--- src/rtl/uno_seq.sv ---
// uno_seq: micro-sequencer for a single uno PE.
// Accepts one (mode, length) command at a time, streams the select triple
// for each issue cycle, waits out the MAC pipeline, then holds the captured
// result on a valid/ready port until the consumer takes it.
`ifndef MAC_BW
`define MAC_BW 16
`endif

module uno_seq #(
  parameter int MAC_BW  = `MAC_BW,
  parameter int LEN_W   = 8,
  parameter int MAC_LAT = 1
) (
  input  logic                clk,
  input  logic                rst_n,
  input  logic                cmd_valid,
  output logic                cmd_ready,
  input  logic [1:0]          cmd_mode,
  input  logic [LEN_W-1:0]    cmd_len,
  output logic [1:0]          XSEL,
  output logic [1:0]          YSEL,
  output logic [1:0]          ZSEL,
  output logic                issue_valid,
  output logic                issue_first,
  output logic                issue_last,
  output logic                busy,
  input  logic [2*MAC_BW-1:0] mac_out,
  output logic                res_valid,
  input  logic                res_ready,
  output logic [2*MAC_BW-1:0] res_data
);

  localparam int LAT_W = (MAC_LAT > 1) ? $clog2(MAC_LAT) : 1;

  typedef enum logic [1:0] {
    S_IDLE  = 2'd0,
    S_ISSUE = 2'd1,
    S_DRAIN = 2'd2,
    S_HOLD  = 2'd3
  } state_t;

  // Mode encodings; reserved mode 3 is folded onto DOT at accept time.
  localparam logic [1:0] MODE_DOT  = 2'd0;
  localparam logic [1:0] MODE_NORM = 2'd1;
  localparam logic [1:0] MODE_SUM  = 2'd2;

  state_t              state_reg;
  logic [1:0]          mode_reg;
  logic [LEN_W-1:0]    cnt_reg;
  logic [LEN_W-1:0]    last_reg;   // index of the final issue cycle (L-1)
  logic [LAT_W-1:0]    lat_reg;
  logic [1:0]          xsel_reg, ysel_reg, zsel_reg;
  logic                issue_valid_reg, issue_first_reg, issue_last_reg;
  logic                res_valid_reg;
  logic [2*MAC_BW-1:0] res_data_reg;

  logic [1:0]          acc_mode;
  logic [LEN_W-1:0]    acc_last;
  logic [LEN_W-1:0]    cnt_next;

  // Issue-cycle outputs for a given count: {valid, first, last, X, Y, Z}.
  function automatic logic [8:0] sched(input logic [1:0] mode,
                                       input logic [LEN_W-1:0] cnt,
                                       input logic [LEN_W-1:0] last);
    logic [5:0] trip;
    logic       is_first;
    logic       is_last;
    is_first = (cnt == '0);
    is_last  = (cnt == last);
    case (mode)
      MODE_NORM: begin
        if (is_first)     trip = 6'b01_10_00;  // variance x coeff_0 seeds the sum
        else if (is_last) trip = 6'b10_01_01;  // scale x sum_y + offset
        else              trip = 6'b00_00_10;  // accumulate
      end
      MODE_SUM:  trip = 6'b11_11_10;
      default: begin
        if (is_first)     trip = 6'b00_00_01;  // bias init from ifm_offset
        else              trip = 6'b00_00_10;
      end
    endcase
    return {1'b1, is_first, is_last, trip};
  endfunction

  // Decode the incoming command: fold reserved mode, clamp length to the
  // minimum each schedule needs (NORM needs distinct first and last cycles).
  always_comb begin
    acc_mode = (cmd_mode == 2'd3) ? MODE_DOT : cmd_mode;
    acc_last = '0;
    if (acc_mode == MODE_NORM) begin
      if (cmd_len < LEN_W'(2)) acc_last = LEN_W'(1);
      else                     acc_last = cmd_len - LEN_W'(1);
    end else begin
      if (cmd_len == '0)       acc_last = '0;
      else                     acc_last = cmd_len - LEN_W'(1);
    end
  end

  assign cnt_next = cnt_reg + LEN_W'(1);

  // Main sequencer FSM with registered selects, flags and result.
  always_ff @(posedge clk) begin
    if (!rst_n) begin
      state_reg       <= S_IDLE;
      mode_reg        <= MODE_DOT;
      cnt_reg         <= '0;
      last_reg        <= '0;
      lat_reg         <= '0;
      xsel_reg        <= 2'b00;
      ysel_reg        <= 2'b00;
      zsel_reg        <= 2'b00;
      issue_valid_reg <= 1'b0;
      issue_first_reg <= 1'b0;
      issue_last_reg  <= 1'b0;
      res_valid_reg   <= 1'b0;
      res_data_reg    <= '0;
    end else begin
      case (state_reg)
        S_IDLE: begin
          if (cmd_valid) begin
            mode_reg  <= acc_mode;
            last_reg  <= acc_last;
            cnt_reg   <= '0;
            {issue_valid_reg, issue_first_reg, issue_last_reg,
             xsel_reg, ysel_reg, zsel_reg} <= sched(acc_mode, '0, acc_last);
            state_reg <= S_ISSUE;
          end
        end
        S_ISSUE: begin
          if (cnt_reg == last_reg) begin
            {issue_valid_reg, issue_first_reg, issue_last_reg,
             xsel_reg, ysel_reg, zsel_reg} <= '0;
            lat_reg   <= '0;
            state_reg <= S_DRAIN;
          end else begin
            cnt_reg <= cnt_next;
            {issue_valid_reg, issue_first_reg, issue_last_reg,
             xsel_reg, ysel_reg, zsel_reg} <= sched(mode_reg, cnt_next, last_reg);
          end
        end
        S_DRAIN: begin
          if (lat_reg == LAT_W'(MAC_LAT - 1)) begin
            res_data_reg  <= mac_out;
            res_valid_reg <= 1'b1;
            state_reg     <= S_HOLD;
          end else begin
            lat_reg <= lat_reg + LAT_W'(1);
          end
        end
        S_HOLD: begin
          if (res_ready) begin
            res_valid_reg <= 1'b0;
            state_reg     <= S_IDLE;
          end
        end
        default: state_reg <= S_IDLE;
      endcase
    end
  end

  assign cmd_ready   = rst_n && (state_reg == S_IDLE);
  assign busy        = (state_reg != S_IDLE);
  assign XSEL        = xsel_reg;
  assign YSEL        = ysel_reg;
  assign ZSEL        = zsel_reg;
  assign issue_valid = issue_valid_reg;
  assign issue_first = issue_first_reg;
  assign issue_last  = issue_last_reg;
  assign res_valid   = res_valid_reg;
  assign res_data    = res_data_reg;

endmodule

--- config.mk ---
export PLATFORM = sky130hd
export DESIGN_NAME = uno_seq
export DESIGN_NICKNAME = d
export VERILOG_FILES = /design/src/rtl/uno_seq.sv
export SDC_FILE = /design/constraint.sdc
export NUM_CORES = 1
export LEC_CHECK = 0
export BUFFER_PORTS_ARGS = -buffer_cell sky130_fd_sc_hd__clkbuf_2
export CAP_MARGIN = 20
export CELL_PAD_IN_SITES_DETAIL_PLACEMENT = 0
export CELL_PAD_IN_SITES_GLOBAL_PLACEMENT = 1
export CORE_MARGIN = 4
export CORE_UTILIZATION = 34
export DETAILED_ROUTE_END_ITERATION = 8
export GPL_TIMING_DRIVEN = 0
export PLACE_DENSITY = 0.73
export SLEW_MARGIN = 10
export SYNTH_ARGS = -nofsm -noshare
export SYNTH_HDL_FRONTEND = slang
export SYNTH_SLANG_ARGS = --single-unit
--- constraint.sdc ---
create_clock -name clk -period 2.2 [get_ports clk]
set_input_delay 0.11 -clock clk [delete_from_list [all_inputs] [get_ports clk]]
set_output_delay 0.11 -clock clk [all_outputs]
set_load 0.005 [all_outputs]
==> flow_metrics.env <==
export IMPL_rsz0062_at_grt="true"
export IMPL_core_area_um2=8760
export IMPL_grt_total_usage=0.160
export IMPL_first_pass_iters=4
export IMPL_setup_ws_ps=-80.3
export IMPL_setup_viol=1
export IMPL_ant_nets=0
export IMPL_worst_path_buf_inv=1
export IMPL_clk_latency_ps=340
export IMPL_num_vias=2906
export IMPL_io_buffers=89
export IMPL_drive_gt1_frac=0.289
export IMPL_status="complete, but fails checks"
export IMPL_synth_cells=351
export IMPL_hold_path_startpoint="mac_out[19]"
export IMPL_syn_avg_cell_area_um2=8.73
export IMPL_synth_area_um2=3060
export IMPL_drv_slew=0
export IMPL_synth_top_family_by_area="simple AND/OR/NAND/NOR gates"
export IMPL_pin_count=90
export IMPL_layout_nets=535
export IMPL_synth_top_area_cell="dfxtp_1"
export IMPL_grt_pass1_vias=2919
export IMPL_cp_slowest_stage_delay_ps=550
export IMPL_grt_max_degree=12
export IMPL_reg2reg_from="cnt_reg[1]$_SDFFE_PN0P_"
export IMPL_use_met1=0.205
export IMPL_die_width_um=103
export IMPL_slowest_stage="or4_4"
export IMPL_seqCellArea_um2=1210
export IMPL_hpwl_um=5840
export IMPL_preCtsSetupSlack_ps=-109
export IMPL_synth_edff_count=0
export IMPL_startpoint="cnt_reg[1]$_SDFFE_PN0P_"
export IMPL_cap_violations=0
export IMPL_die_area_um2=10600
export IMPL_overflow=0
export IMPL_crit_required_ps=2480
export IMPL_start_util=0.350
export IMPL_hp_class="primary input to register"
export IMPL_synth_common_cells="60 x dfxtp_1, 58 x nor2_1, 36 x mux2i_1"
export IMPL_tightest_slew_ps=717
export IMPL_syn_num_nets=410
export IMPL_hold_viol_final=0
export IMPL_drt_iter0_drc=99
export IMPL_yosys_warnings=0
export IMPL_nFillCells=864
export IMPL_multi_input_comb_area_um2=1760
export IMPL_ys_types=47
export IMPL_totalWireLength_um=8220
export IMPL_synth_xor_area_share=0.0600
export IMPL_largest_reg_flops=32
export IMPL_wl_per_cell_um=13.9
export IMPL_grt_pass1_wl_um=13400
export IMPL_vdd_ir_drop_max_mv=0.508
export IMPL_cts_tree="built"
export IMPL_synth_main_ff_cell="dfxtp_1"
export IMPL_yosys_top_cells_area="dfxtp_1 39%, mux2i_1 12%, nor2_1 7.1%"
export IMPL_cts_buffer_depth=2
export IMPL_cts_sinks=60
export IMPL_cts_made_buffers=9
export IMPL_htree_levels=3
export IMPL_cp_top_family="simple AND/OR/NAND/NOR gates"
export IMPL_p_leak_uw=0.00175
export IMPL_avgViaCountPerCell=4.93
export IMPL_gp_congestion=0.834
export IMPL_busiest_layer="met2"
export IMPL_arrival_ps=2560
export IMPL_row_count=34
export IMPL_use_met2=0.251
export IMPL_worstSetupPathType="register to register"
export IMPL_drc=0
export IMPL_period_minus_slack_ps=2280
export IMPL_powerDensity_nw_per_um2=1040
export IMPL_cts_root_buffer="clkbuf_8"
export IMPL_synth_compound_area_frac=0.121
export IMPL_synth_simple_area_share=0.196
export IMPL_fmax_mhz=439
export IMPL_holdWs_ps=13.0
export IMPL_antenna_found_initial=0
export IMPL_synth_mux_area_frac=0.118
export IMPL_cp_max_fo=4
export IMPL_critPathLaunchType="register"
export IMPL_die_h_um=103
export IMPL_fin_util=0.483
export IMPL_netlist_area_leader_share=0.392
export IMPL_cp_end_kind="register"
export IMPL_yosysSeqAreaShare=0.392
export IMPL_diodes=0
export IMPL_areaGrowthSynthToFinish_pct=38.2
export IMPL_synth_async_reset_ratio=0
export IMPL_clk_pin_slew_ps=70
export IMPL_crit_chain="ha_4 -> buf_6 -> and3_4 -> nand3_4 -> xor2_1 -> or4_4 -> or4b_4 -> a21oi_2"
export IMPL_use_met3=0.0467
export IMPL_synth_most_common_cell="dfxtp_1"
export IMPL_synth_fa_ha_area_frac=0.0531
export IMPL_maxSlewHeadroom=0.522
export IMPL_fin_crit_sh=1.04
export IMPL_violations="setup timing"
export IMPL_skew_ps=9.70
export IMPL_synth_seq_cells=60
[metrics by stage]
step	instance area [um2]	std cells	setup TNS, ps	total power [uW]
2_1_floorplan	3070	351	0	2570
3_3_place_gp	3650	548	-517	3100
3_5_place_dp	3650	548	-814	3120
4_1_cts	4160	587	-77.9	4420
5_1_grt	4230	589	-261	4730
6_report	4230	589	-80.3	4420
[worst paths after layout]
check,endpoint,slack (ps),depth (start not counted)
setup / recovery,ZSEL[0]$_SDFFE_PN0P_,-80,8
hold / removal,res_data[19]$_SDFFE_PN0P_,10,3
setup reg to reg,ZSEL[0]$_SDFFE_PN0P_,-80,8
hold reg to reg,issue_valid$_SDFFE_PN0P_,460,2
[layer usage]
metal  routed length, um  vias to the layer above
met5                   0                        -
met4                 153                        0
met3                 577                       14
met2                3760                       92
met1                3720                     1324
li1                    -                     1476
[logic make-up after synthesis]
group | count (synthesis)
adder cells (fa/ha/maj) | 13
multiplexers | 36
AND/OR/NAND/NOR | 124
buffers and inverters | 37
flip-flops | 60
XOR/XNOR | 21
AO/OA/AOI/OAI | 60
[power by group]
part           internal, uW  leakage (uW)  switching, uW
Combinational           739       0.00114            973
Sequential             1330      0.000489            151
Clock                   755      0.000120            469
Total                  2820       0.00175           1590
[cell usage in the layout, fill, tap and decap left out, drive strengths merged, types with 2 or more instances in the layout]
cell type	n
nand2b	2
xnor2	17
o221ai	2
or4	3
xor2	4
inv	14
o311a	2
and3	2
bufinv	3
nor2	59
ha	13
a311oi	5
dfxtp	60
a21oi	27
clkinv	3
a31oi	2
and2	2
and4	2
nand3	8
dlygate4sd3	21
nor3	13
nand4	4
a211oi	6
mux2i	36
clkbuf	111
o21ai	10
buf	15
nor4	3
or3	2
nand2	18
[area by class of cell]
type,count,share of cell area
buffer,22,0.0316
multi-input combinational,254,0.415
tap,108,0.0319
sequential,60,0.285
clock buffer,10,0.0301
timing repair buffer,115,0.168
inverter,14,0.0124
clock inverter,6,0.0266
[worst min-delay path, stage by stage]
cell and delay (ps):
clkbuf_2 80, mux2i_1 60, nor2_1 70
[repair_timing]
action | CTS | global route
endpoints found under the hold margin | 21 | 0
pin swaps | 6 | 7
hold buffers | 21 | 0
buffers inserted | 2 | 3
setup endpoints to repair | 13 | 13
gates resized for setup | 7 | 11
No activity file was read; power rests on OpenSTA's default activity.
